**src/rtl/ps2_pkg.sv**
```systemverilog
// Shared types and Set-2 scancode constants for the PS/2 keyboard receiver.
package ps2_pkg;

    typedef enum logic [1:0] {
        IDLE,
        DATA,
        PARITY,
        STOP
    } frame_state_t;

    localparam logic [7:0] PS2_EXT    = 8'hE0;
    localparam logic [7:0] PS2_BRK    = 8'hF0;
    localparam logic [7:0] PS2_PAUSE  = 8'hE1;
    localparam logic [7:0] PS2_BAT_OK = 8'hAA;
    localparam logic [7:0] PS2_ACK    = 8'hFA;
    localparam logic [7:0] PS2_ECHO   = 8'hEE;
    localparam logic [7:0] PS2_RESEND = 8'hFE;
    localparam logic [7:0] PS2_ERR0   = 8'h00;
    localparam logic [7:0] PS2_ERR1   = 8'hFF;

    localparam int unsigned PS2_PAUSE_SKIP = 7;
    localparam int unsigned SKIP_W         = $clog2(PS2_PAUSE_SKIP + 1);

    // Device status/response bytes that never represent a key.
    function automatic logic is_status_byte(input logic [7:0] b);
        logic hit;
        hit = 1'b0;
        case (b)
            PS2_BAT_OK, PS2_ACK, PS2_ECHO, PS2_RESEND, PS2_ERR0, PS2_ERR1: hit = 1'b1;
            default: hit = 1'b0;
        endcase
        return hit;
    endfunction

endpackage

```
**src/rtl/ps2_line_filter.sv**
```systemverilog
// Two-flop synchroniser plus glitch filter for the PS/2 clock line; emits a
// one-cycle pulse on each filtered falling edge.
module ps2_line_filter #(
    parameter int unsigned FILTER_LEN = 8
) (
    input  logic clk,
    input  logic rst_n,
    input  logic line_raw,
    output logic fall_pulse
);

    localparam int unsigned CNT_W = $clog2(FILTER_LEN + 1);

    logic [1:0]       sync_q;
    logic             filt_q;
    logic             fall_q;
    logic [CNT_W-1:0] cnt_q;
    logic             line_sync;

    assign line_sync  = sync_q[1];
    assign fall_pulse = fall_q;

    always_ff @(posedge clk or negedge rst_n) begin
        if (!rst_n) begin
            sync_q <= '1;
        end else begin
            sync_q <= {sync_q[0], line_raw};
        end
    end

    // cnt_q counts consecutive samples that disagree with the filtered value.
    always_ff @(posedge clk or negedge rst_n) begin
        if (!rst_n) begin
            filt_q <= 1'b1;
            cnt_q  <= '0;
            fall_q <= 1'b0;
        end else begin
            fall_q <= 1'b0;
            if (line_sync != filt_q) begin
                if (cnt_q == CNT_W'(FILTER_LEN - 1)) begin
                    filt_q <= line_sync;
                    cnt_q  <= '0;
                    fall_q <= ~line_sync;
                end else begin
                    cnt_q <= cnt_q + 1'b1;
                end
            end else begin
                cnt_q <= '0;
            end
        end
    end

endmodule

```
**src/rtl/ps2_scancode_receiver.sv**
```systemverilog
// PS/2 device-to-host frame receiver with Set-2 prefix stripping; emits one
// keycode event per make/break with break and extended flags.
module ps2_scancode_receiver
    import ps2_pkg::*;
#(
    parameter int unsigned FILTER_LEN     = 8,
    parameter int unsigned TIMEOUT_CYCLES = 50000
) (
    input  logic       clk,
    input  logic       rst_n,
    input  logic       ps2_clk,
    input  logic       ps2_data,
    output logic       key_data_stb,
    output logic [7:0] key_data,
    output logic       key_broken,
    output logic       key_extended,
    output logic       frame_error
);

    localparam int unsigned TMO_W = $clog2(TIMEOUT_CYCLES + 1);

    logic              fall;
    logic [1:0]        data_sync_q;
    logic              data_s;

    frame_state_t      state_q, state_d;
    logic [2:0]        bit_cnt_q, bit_cnt_d;
    logic [7:0]        shift_q, shift_d;
    logic              par_q, par_d;
    logic [TMO_W-1:0]  tmo_q, tmo_d;
    logic              ext_q, ext_d;
    logic              brk_q, brk_d;
    logic [SKIP_W-1:0] skip_q, skip_d;
    logic              stb_q, stb_d;
    logic [7:0]        data_q, data_d;
    logic              broken_q, broken_d;
    logic              extended_q, extended_d;
    logic              err_q, err_d;
    logic              tmo_expired;

    ps2_line_filter #(
        .FILTER_LEN(FILTER_LEN)
    ) u_clk_filter (
        .clk       (clk),
        .rst_n     (rst_n),
        .line_raw  (ps2_clk),
        .fall_pulse(fall)
    );

    always_ff @(posedge clk or negedge rst_n) begin
        if (!rst_n) begin
            data_sync_q <= '1;
        end else begin
            data_sync_q <= {data_sync_q[0], ps2_data};
        end
    end

    assign data_s = data_sync_q[1];

    always_ff @(posedge clk or negedge rst_n) begin
        if (!rst_n) begin
            state_q    <= IDLE;
            bit_cnt_q  <= '0;
            shift_q    <= '0;
            par_q      <= 1'b0;
            tmo_q      <= '0;
            ext_q      <= 1'b0;
            brk_q      <= 1'b0;
            skip_q     <= '0;
            stb_q      <= 1'b0;
            data_q     <= '0;
            broken_q   <= 1'b0;
            extended_q <= 1'b0;
            err_q      <= 1'b0;
        end else begin
            state_q    <= state_d;
            bit_cnt_q  <= bit_cnt_d;
            shift_q    <= shift_d;
            par_q      <= par_d;
            tmo_q      <= tmo_d;
            ext_q      <= ext_d;
            brk_q      <= brk_d;
            skip_q     <= skip_d;
            stb_q      <= stb_d;
            data_q     <= data_d;
            broken_q   <= broken_d;
            extended_q <= extended_d;
            err_q      <= err_d;
        end
    end

    // A falling edge in the expiry cycle takes priority over the timeout.
    assign tmo_expired = (state_q != IDLE) && !fall &&
                         (tmo_q == TMO_W'(TIMEOUT_CYCLES - 1));

    always_comb begin
        state_d    = state_q;
        bit_cnt_d  = bit_cnt_q;
        shift_d    = shift_q;
        par_d      = par_q;
        tmo_d      = tmo_q;
        ext_d      = ext_q;
        brk_d      = brk_q;
        skip_d     = skip_q;
        stb_d      = 1'b0;
        data_d     = data_q;
        broken_d   = broken_q;
        extended_d = extended_q;
        err_d      = 1'b0;

        if (fall) begin
            tmo_d = '0;
            case (state_q)
                IDLE: begin
                    if (!data_s) begin
                        state_d   = DATA;
                        bit_cnt_d = '0;
                    end
                end
                DATA: begin
                    shift_d   = {data_s, shift_q[7:1]};
                    bit_cnt_d = bit_cnt_q + 3'd1;
                    if (bit_cnt_q == 3'd7) begin
                        state_d = PARITY;
                    end
                end
                PARITY: begin
                    par_d   = data_s;
                    state_d = STOP;
                end
                STOP: begin
                    state_d = IDLE;
                    if (data_s && (^{shift_q, par_q})) begin
                        if (skip_q != '0) begin
                            skip_d = skip_q - 1'b1;
                        end else if (shift_q == PS2_PAUSE) begin
                            skip_d = SKIP_W'(PS2_PAUSE_SKIP);
                        end else if (shift_q == PS2_EXT) begin
                            ext_d = 1'b1;
                        end else if (shift_q == PS2_BRK) begin
                            brk_d = 1'b1;
                        end else if (!is_status_byte(shift_q)) begin
                            stb_d      = 1'b1;
                            data_d     = shift_q;
                            broken_d   = brk_q;
                            extended_d = ext_q;
                            ext_d      = 1'b0;
                            brk_d      = 1'b0;
                        end
                    end else begin
                        err_d  = 1'b1;
                        ext_d  = 1'b0;
                        brk_d  = 1'b0;
                        skip_d = '0;
                    end
                end
                default: state_d = IDLE;
            endcase
        end else if (tmo_expired) begin
            state_d = IDLE;
            tmo_d   = '0;
            err_d   = 1'b1;
            ext_d   = 1'b0;
            brk_d   = 1'b0;
            skip_d  = '0;
        end else if (state_q != IDLE) begin
            tmo_d = tmo_q + 1'b1;
        end
    end

    assign key_data_stb = stb_q;
    assign key_data     = data_q;
    assign key_broken   = broken_q;
    assign key_extended = extended_q;
    assign frame_error  = err_q;

endmodule

```
**config.mk**
```make
export PLATFORM = sky130hd
export DESIGN_NAME = ps2_scancode_receiver
export DESIGN_NICKNAME = d
export VERILOG_FILES = /design/src/rtl/ps2_pkg.sv /design/src/rtl/ps2_line_filter.sv /design/src/rtl/ps2_scancode_receiver.sv
export SDC_FILE = /design/constraint.sdc
export NUM_CORES = 1
export LEC_CHECK = 0
export BUFFER_PORTS_ARGS = -buffer_cell sky130_fd_sc_hd__buf_2
export CAP_MARGIN = 20
export CORE_ASPECT_RATIO = 1.5
export CORE_MARGIN = 5
export CORE_UTILIZATION = 56
export DETAILED_ROUTE_END_ITERATION = 8
export PLACE_DENSITY = 0.74
export SKIP_CTS_REPAIR_TIMING = 1
export SLEW_MARGIN = 20
export SYNTH_ARGS = -nofsm -noshare
export SYNTH_HDL_FRONTEND = slang
export SYNTH_SLANG_ARGS = --single-unit
export TNS_END_PERCENT = 1
```
**constraint.sdc**
```tcl
create_clock -name clk -period 2.5 [get_ports clk]
set_input_delay 0.125 -clock clk [delete_from_list [all_inputs] [get_ports clk]]
set_output_delay 0.125 -clock clk [all_outputs]
set_load 0.03 [all_outputs]
```
== After elaboration in Yosys (flattened, before gate mapping) ==
Index checks and enable logic that the tools add are counted.

* $add $sub $neg: 4
* Multipliers: 0
* Div/mod/pow operators: 0
* Magnitude comparators: 0
* Equal/unequal tests: 26
* Shift-type cells: 0
* Muxes and demuxes: 56
* Bitwise logic cells: 6
* Reduce and logical (&&, ||, !) cells: 22

{| class="wikitable"
|+ Operator list
! operator !! count
|-
| $eq A8 B8 Y1 const B || 8
|-
| $mux W16 || 3
|-
| $mux W1 || 38
|-
| $mux W3 || 7
|-
| $add A16 B1 Y16 const B || 1
|-
| $eq A16 B16 Y1 const B || 1
|-
| $ne A4 B4 Y1 const B || 4
|-
| $ne A3 B3 Y1 const B || 5
|-
| $reduce_and A6 Y1 || 2
|-
| $reduce_and A3 Y1 || 3
|-
| $reduce_xor A9 Y1 || 1
|-
| $logic_not A8 Y1 || 1
|-
| $mux W2 || 4
|-
| $mux W4 || 2
|-
| $pmux W2 S4 || 1
|-
| $reduce_and A8 Y1 || 1
|-
| $not A1 Y1 || 6
|-
| $pmux W3 S2 || 1
|-
| $reduce_and A2 Y1 || 3
|-
| $reduce_bool A2 Y1 || 3
|-
| $reduce_bool A3 Y1 || 2
|-
| $reduce_or A6 Y1 || 1
|-
| $add A4 B1 Y4 const B || 1
|-
| $eq A2 B2 Y1 const B || 2
|-
| 10 further kinds || 13
|}

* Flip-flop bits (word level): 57
* Latch bits: 0
* Memory bits (writable): 0
* ROM bits: 0
* Bits of input ports: 4
* Output and inout bits: 12
* Logic and storage cells: 132
* Memories kept: 0

== Depth between registers and ports, before layout ==
* Depth after elaboration: 18
* Mapped depth: 8
* Gate-level depth less buffers: 8

== Cells and area by module ==
Synthesis repeated with hierarchy kept, for this count alone.

* Cells, all modules: 234
* Area, all modules: 2770.2 um^2

{| class="wikitable"
|+ By module, submodules not included
! module !! times used !! cells each !! area each (um^2) !! sequential area each (um^2)
|-
| ps2_scancode_receiver || 1 || 213 || 2448.6 || 1228.7
|-
| ps2_line_filter || 1 || 21 || 321.6 || 203.9
|}

== Least setup slack after synthesis ==
Ideal clock, no wire load.

* Kind: register to register
* Start: register shift_q[2]
* End: register data_q[0] (netlist: key_data[0])
* Library setup time: 0.125 ns
* Arrival time: 1.924 ns
* Required time: 2.375 ns
* Slack: 0.451 ns
* Cell stages (with the launch flop): 9
* Buffers on the path: 2
* Clock period less this slack: 2.049 ns
* Path through: dfrtp_1 buf_6 nor4b_1 nor4b_1 nor2_1 nor4b_1 nand3_2 buf_6 mux2_4

* Cells in the longest elaborated chain, start to end: 12
* Elaborated cells between the ends (all ways): 25
* Those cells by class: 8 x eq/ne; 8 x mux; 4 x bitwise; 5 x reduce/logical

{| class="wikitable"
|+ Ends and longest elaborated chain
! item !! RTL line !! source
|-
| from (decl) || ps2_scancode_receiver.sv:28 || <nowiki>logic [7:0] shift_q, shift_d;</nowiki>
|-
| from (signal assigned) || ps2_scancode_receiver.sv:78 || <nowiki>shift_q <= shift_d;</nowiki>
|-
| $eq A8 B8 Y1 or $logic_not A8 Y1 (tied branches) || ps2_pkg.sv:28 || <nowiki>case (b)</nowiki>
|-
| $reduce_or A6 Y1 || ps2_pkg.sv:28 ||
|-
| $mux W1 || ps2_pkg.sv:28 ||
|-
| $mux W1 || ps2_scancode_receiver.sv:140 || <nowiki>end else if (shift_q == PS2_BRK) begin</nowiki>
|-
| $mux W1 || ps2_scancode_receiver.sv:138 || <nowiki>end else if (shift_q == PS2_EXT) begin</nowiki>
|-
| $mux W1 || ps2_scancode_receiver.sv:136 || <nowiki>end else if (shift_q == PS2_PAUSE) begin</nowiki>
|-
| $mux W1 || ps2_scancode_receiver.sv:134 || <nowiki>if (skip_q != '0) begin</nowiki>
|-
| $mux W1 || ps2_scancode_receiver.sv:133 || <nowiki>if (data_s && (^{shift_q, par_q})) begin</nowiki>
|-
| $mux W1 || ps2_scancode_receiver.sv:113 || <nowiki>case (state_q)</nowiki>
|-
| $mux W1 || ps2_scancode_receiver.sv:111 || <nowiki>if (fall) begin</nowiki>
|-
| $not A1 Y1 (no line) || n/a ||
|-
| $reduce_and A8 Y1 (no line) * || n/a ||
|-
| to (signal assigned) || ps2_scancode_receiver.sv:85 || <nowiki>data_q <= data_d;</nowiki>
|-
| to (decl) || ps2_scancode_receiver.sv:35 || <nowiki>logic [7:0] data_q, data_d;</nowiki>
|}

Mark *: on every way between the ends. The rest lies on a longest branch, timed or not. The select of a mux whose other input is x is not followed.
A chain may end at the register's enable or synchronous reset.

== Worst setup path after layout ==
* Start: register shift_q[2]
* End: register broken_q (netlist: key_broken)

* Cells in the longest elaborated chain, start to end: 12
* Elaborated cells between the ends (all ways): 25
* Those cells by class: 8 x eq/ne; 8 x mux; 4 x bitwise; 5 x reduce/logical

{| class="wikitable"
|+ Ends and longest elaborated chain
! item !! RTL line !! source
|-
| $eq A8 B8 Y1 or $logic_not A8 Y1 (tied branches) || ps2_pkg.sv:28 ||
|-
| $reduce_or A6 Y1 || ps2_pkg.sv:28 ||
|-
| $mux W1 || ps2_pkg.sv:28 ||
|-
| $mux W1 || ps2_scancode_receiver.sv:140 ||
|-
| $mux W1 || ps2_scancode_receiver.sv:138 ||
|-
| $mux W1 || ps2_scancode_receiver.sv:136 ||
|-
| $mux W1 || ps2_scancode_receiver.sv:134 ||
|-
| $mux W1 || ps2_scancode_receiver.sv:133 ||
|-
| $mux W1 || ps2_scancode_receiver.sv:113 ||
|-
| $mux W1 || ps2_scancode_receiver.sv:111 ||
|-
| $not A1 Y1 (no line) || n/a ||
|-
| $reduce_and A8 Y1 (no line) * || n/a ||
|-
| to (signal assigned) || ps2_scancode_receiver.sv:86 || <nowiki>broken_q <= broken_d;</nowiki>
|-
| to (decl) || ps2_scancode_receiver.sv:36 || <nowiki>logic broken_q, broken_d;</nowiki>
|}

Marks and branches as above.

==> impl_metrics.json <==
{
  "grt_pass1_wl_mm": 8.90,
  "final_max_slew_viol_count": 0,
  "synthFlopType": "dfrtp_1",
  "fp-row-count": 32,
  "synth_top_cells_by_area": "dfrtp_1, mux2_4, mux2_2",
  "total_power_uw": 1780,
  "irDropWorstVdd_mv": 0.375,
  "htree_levels": 3,
  "die_h_um": 97.7,
  "required_ns": 2.73,
  "tightest_slew_ns": 0.680,
  "grt_pass1_vias": 2036,
  "yosys.area_share.simple_pct": 16.4,
  "grt_usage_pct": 17.9,
  "fillCellCount": 403,
  "synth_mux_area_share_pct": 9.76,
  "io_buffer_count": 15,
  "fin_worst_skew_ns": 0.00761,
  "cts_sinks": 57,
  "syn_inst": 264,
  "max_stage_delay_ns": 0.46,
  "max_freq_mhz": 437,
  "outcome": "finished clean",
  "min_period_ns": 2.29,
  "place_ws_ns": 0.124,
  "firstDrtPassIters": 4,
  "io_pins": 16,
  "drc": 0,
  "tns_ns": 0,
  "synth-edff-count": 0,
  "n_antenna_cell": 0,
  "clock_latency_ns": 0.34,
  "async_flop_share_pct": 100,
  "path_common_cell": "nor4b_1",
  "cts.path.max_buffers": 2,
  "synth_top_area_share_pct": 45.3,
  "yosysTopAreaCell": "dfrtp_1",
  "setup_viol": 0,
  "clkTransAtPathRegs_ns": 0.06,
  "gp_congestion": 0.806,
  "ys_seq_area_share_pct": 49.9,
  "path_max_fanout": 11,
  "die_area_mm2": 0.00669,
  "worstPathArrival_ns": 2.51,
  "worstPathCellList": "nor4b_1, nor4b_2, nor2_1, nor4b_1, nand3_2, mux2_2",
  "slowest_stage": "dfrtp_1",
  "antenna_found_initial": 0,
  "area_growth_pct": 11.8,
  "synth-compound-area-share_pct": 9.46,
  "grt_max_degree": 58,
  "nets": 303,
  "synth_nets": 278,
  "initial_utilization_pct": 56.9,
  "power.leakage_uw": 0.00156,
  "yosys_register_bits": 57,
  "root_buffer": "clkbuf_8",
  "yosysMostFrequentCell": "dfrtp_1",
  "core-area_mm2": 0.00504,
  "synth_area_mm2": 0.00287,
  "ys.warnings.count": 0,
  "wl_per_cell_um": 14.5,
  "critical_path.top_delay_family": "simple AND/OR/NAND/NOR gates",
  "gr-total-overflow": 0,
  "cts_tree": "yes",
  "relSlewSlack_pct": 54.7,
  "cts_inserted_buffers": 9,
  "rsz0062_at_grt": "no",
  "cp-start-kind": "flop",
  "drv_cap": 0,
  "path_buf_inv": 0,
  "timing.final.crit_share_pct": 91.5,
  "synth_xor_area_share_pct": 6.84,
  "finalHoldViolCount": 0,
  "critPathCaptureType": "flop",
  "syn_area_per_cell_um2": 10.9,
  "antenna_left": 0,
  "power_density_mw_per_mm2": 555,
  "layout_setup_ws_ns": 0.213,
  "die_w_um": 68.5,
  "synth_commonest_cells": "dfrtp_1, nand2_1, nor2_1",
  "synthAdderAreaFrac_pct": 4.36,
  "wl_mm": 5.25,
  "synth_top_family_by_area": "simple AND/OR/NAND/NOR gates",
  "via_count": 1996,
  "synth_cell_types": 48,
  "first_iter_violations": 125,
  "drive_gt1_share_pct": 22.5,
  "min_path_type": "flop to flop",
  "vias_per_cell": 5.53,
  "place_hpwl_mm": 3.65,
  "path_class": "flop to flop"
}
sequential cells by signal, summed over array words and instances, names as in the netlist:
register	count
bit_cnt_q	3
brk_q	1
data_sync_q	2
ext_q	1
frame_error	1
key_broken	1
key_data	8
key_data_stb	1
key_extended	1
par_q	1
shift_q	8
skip_q	3
state_q	2
tmo_q	16
u_clk_filter.cnt_q	4
u_clk_filter.fall_pulse	1
u_clk_filter.filt_q	1
u_clk_filter.sync_q	2
worst paths after layout:
| kind | startpoint | end | slack [ns] | depth (start not counted) |
|---|---|---|---|---|
| worst max register to register | shift_q[2] | key_broken | 0.21 | 6 |
| min in group asynchronous | rst_n | skip_q[0] | 0.44 | 3 |
| max in group asynchronous | rst_n | shift_q[1] | 1.60 | 3 |
| worst min register to register | data_sync_q[0] | data_sync_q[1] | 0.36 | 0 |
| worst max-delay path | shift_q[2] | key_broken | 0.21 | 6 |
| worst min-delay path | data_sync_q[0] | data_sync_q[1] | 0.36 | 0 |
area by class of cell:
cell class                 count  area, um^2  share of cell area (%)
tap                           68        85.1                    2.65
inverter                      10        37.5                    1.17
timing repair buffer          23         143                    4.44
sequential                    57        1430                    44.6
multi-input combinational    188        1350                    42.1
clock buffer                  11         141                    4.40
clock inverter                 4        20.0                   0.624
metrics by stage:
step                util, %  hold WS [ns]  instances  instance area [um^2]
global placement       59.7         0.229        343                  3010
finish                 63.6         0.355        361                  3210
CTS                    62.9        -0.134        358                  3170
global route           63.6         0.364        361                  3210
detailed placement     59.7         0.232        343                  3010
floorplan                 -        -0.171        264                  2870
metal layers:
| metal | track usage [%] | part of all wire [%] |
|---|---|---|
| met1 | 19.4 | 41 |
| met2 | 29.0 | 52 |
| met3 | 6.37 | 4.2 |
| met4 | 9.95 | 2.7 |
| met5 | 0 | 0 |
cells by family after synthesis:
group / after synthesis
AO/OA/AOI/OAI: 43
buffers and inverters: 19
AND/OR/NAND/NOR: 93
XOR/XNOR: 20
multiplexers: 22
flip-flops: 57
adder cells (fa/ha/maj): 10
worst register-to-register path: cells and delay by family, from the launching register on:
| kind | cells | cell delay, ns |
|---|---|---|
| flip-flops | 1 | 0.46 |
| multiplexers | 1 | 0.38 |
| AND/OR/NAND/NOR | 5 | 1.34 |
layout by cell type (no fill, tap or decap), drive strengths merged, types with 3 or more instances in the layout:
cell | synthesis | layout
a21oi | 7 | 7
a31oi | 3 | 3
a32oi | 3 | 3
and3 | 5 | 5
buf | 7 | 20
clkbuf | 2 | 11
clkinv | 0 | 4
dfrtp | 52 | 52
dfstp | 5 | 5
dlygate4sd3 | 0 | 3
ha | 10 | 10
inv | 10 | 10
mux2 | 21 | 21
nand2 | 29 | 29
nand2b | 3 | 3
nand3 | 10 | 10
nand4 | 4 | 4
nor2 | 21 | 21
nor2b | 4 | 4
nor3 | 3 | 3
nor3b | 3 | 3
nor4b | 4 | 4
o21ai | 18 | 18
xnor2 | 8 | 8
xor2 | 11 | 11
power breakdown:
part / total, uW / switching [uW] / internal, uW
logic: 80.5 / 42.3 / 38.2
clock network: 720 / 347 / 373
registers: 983 / 22.8 / 960
Note: power is estimated with default switching activity, not from simulation.
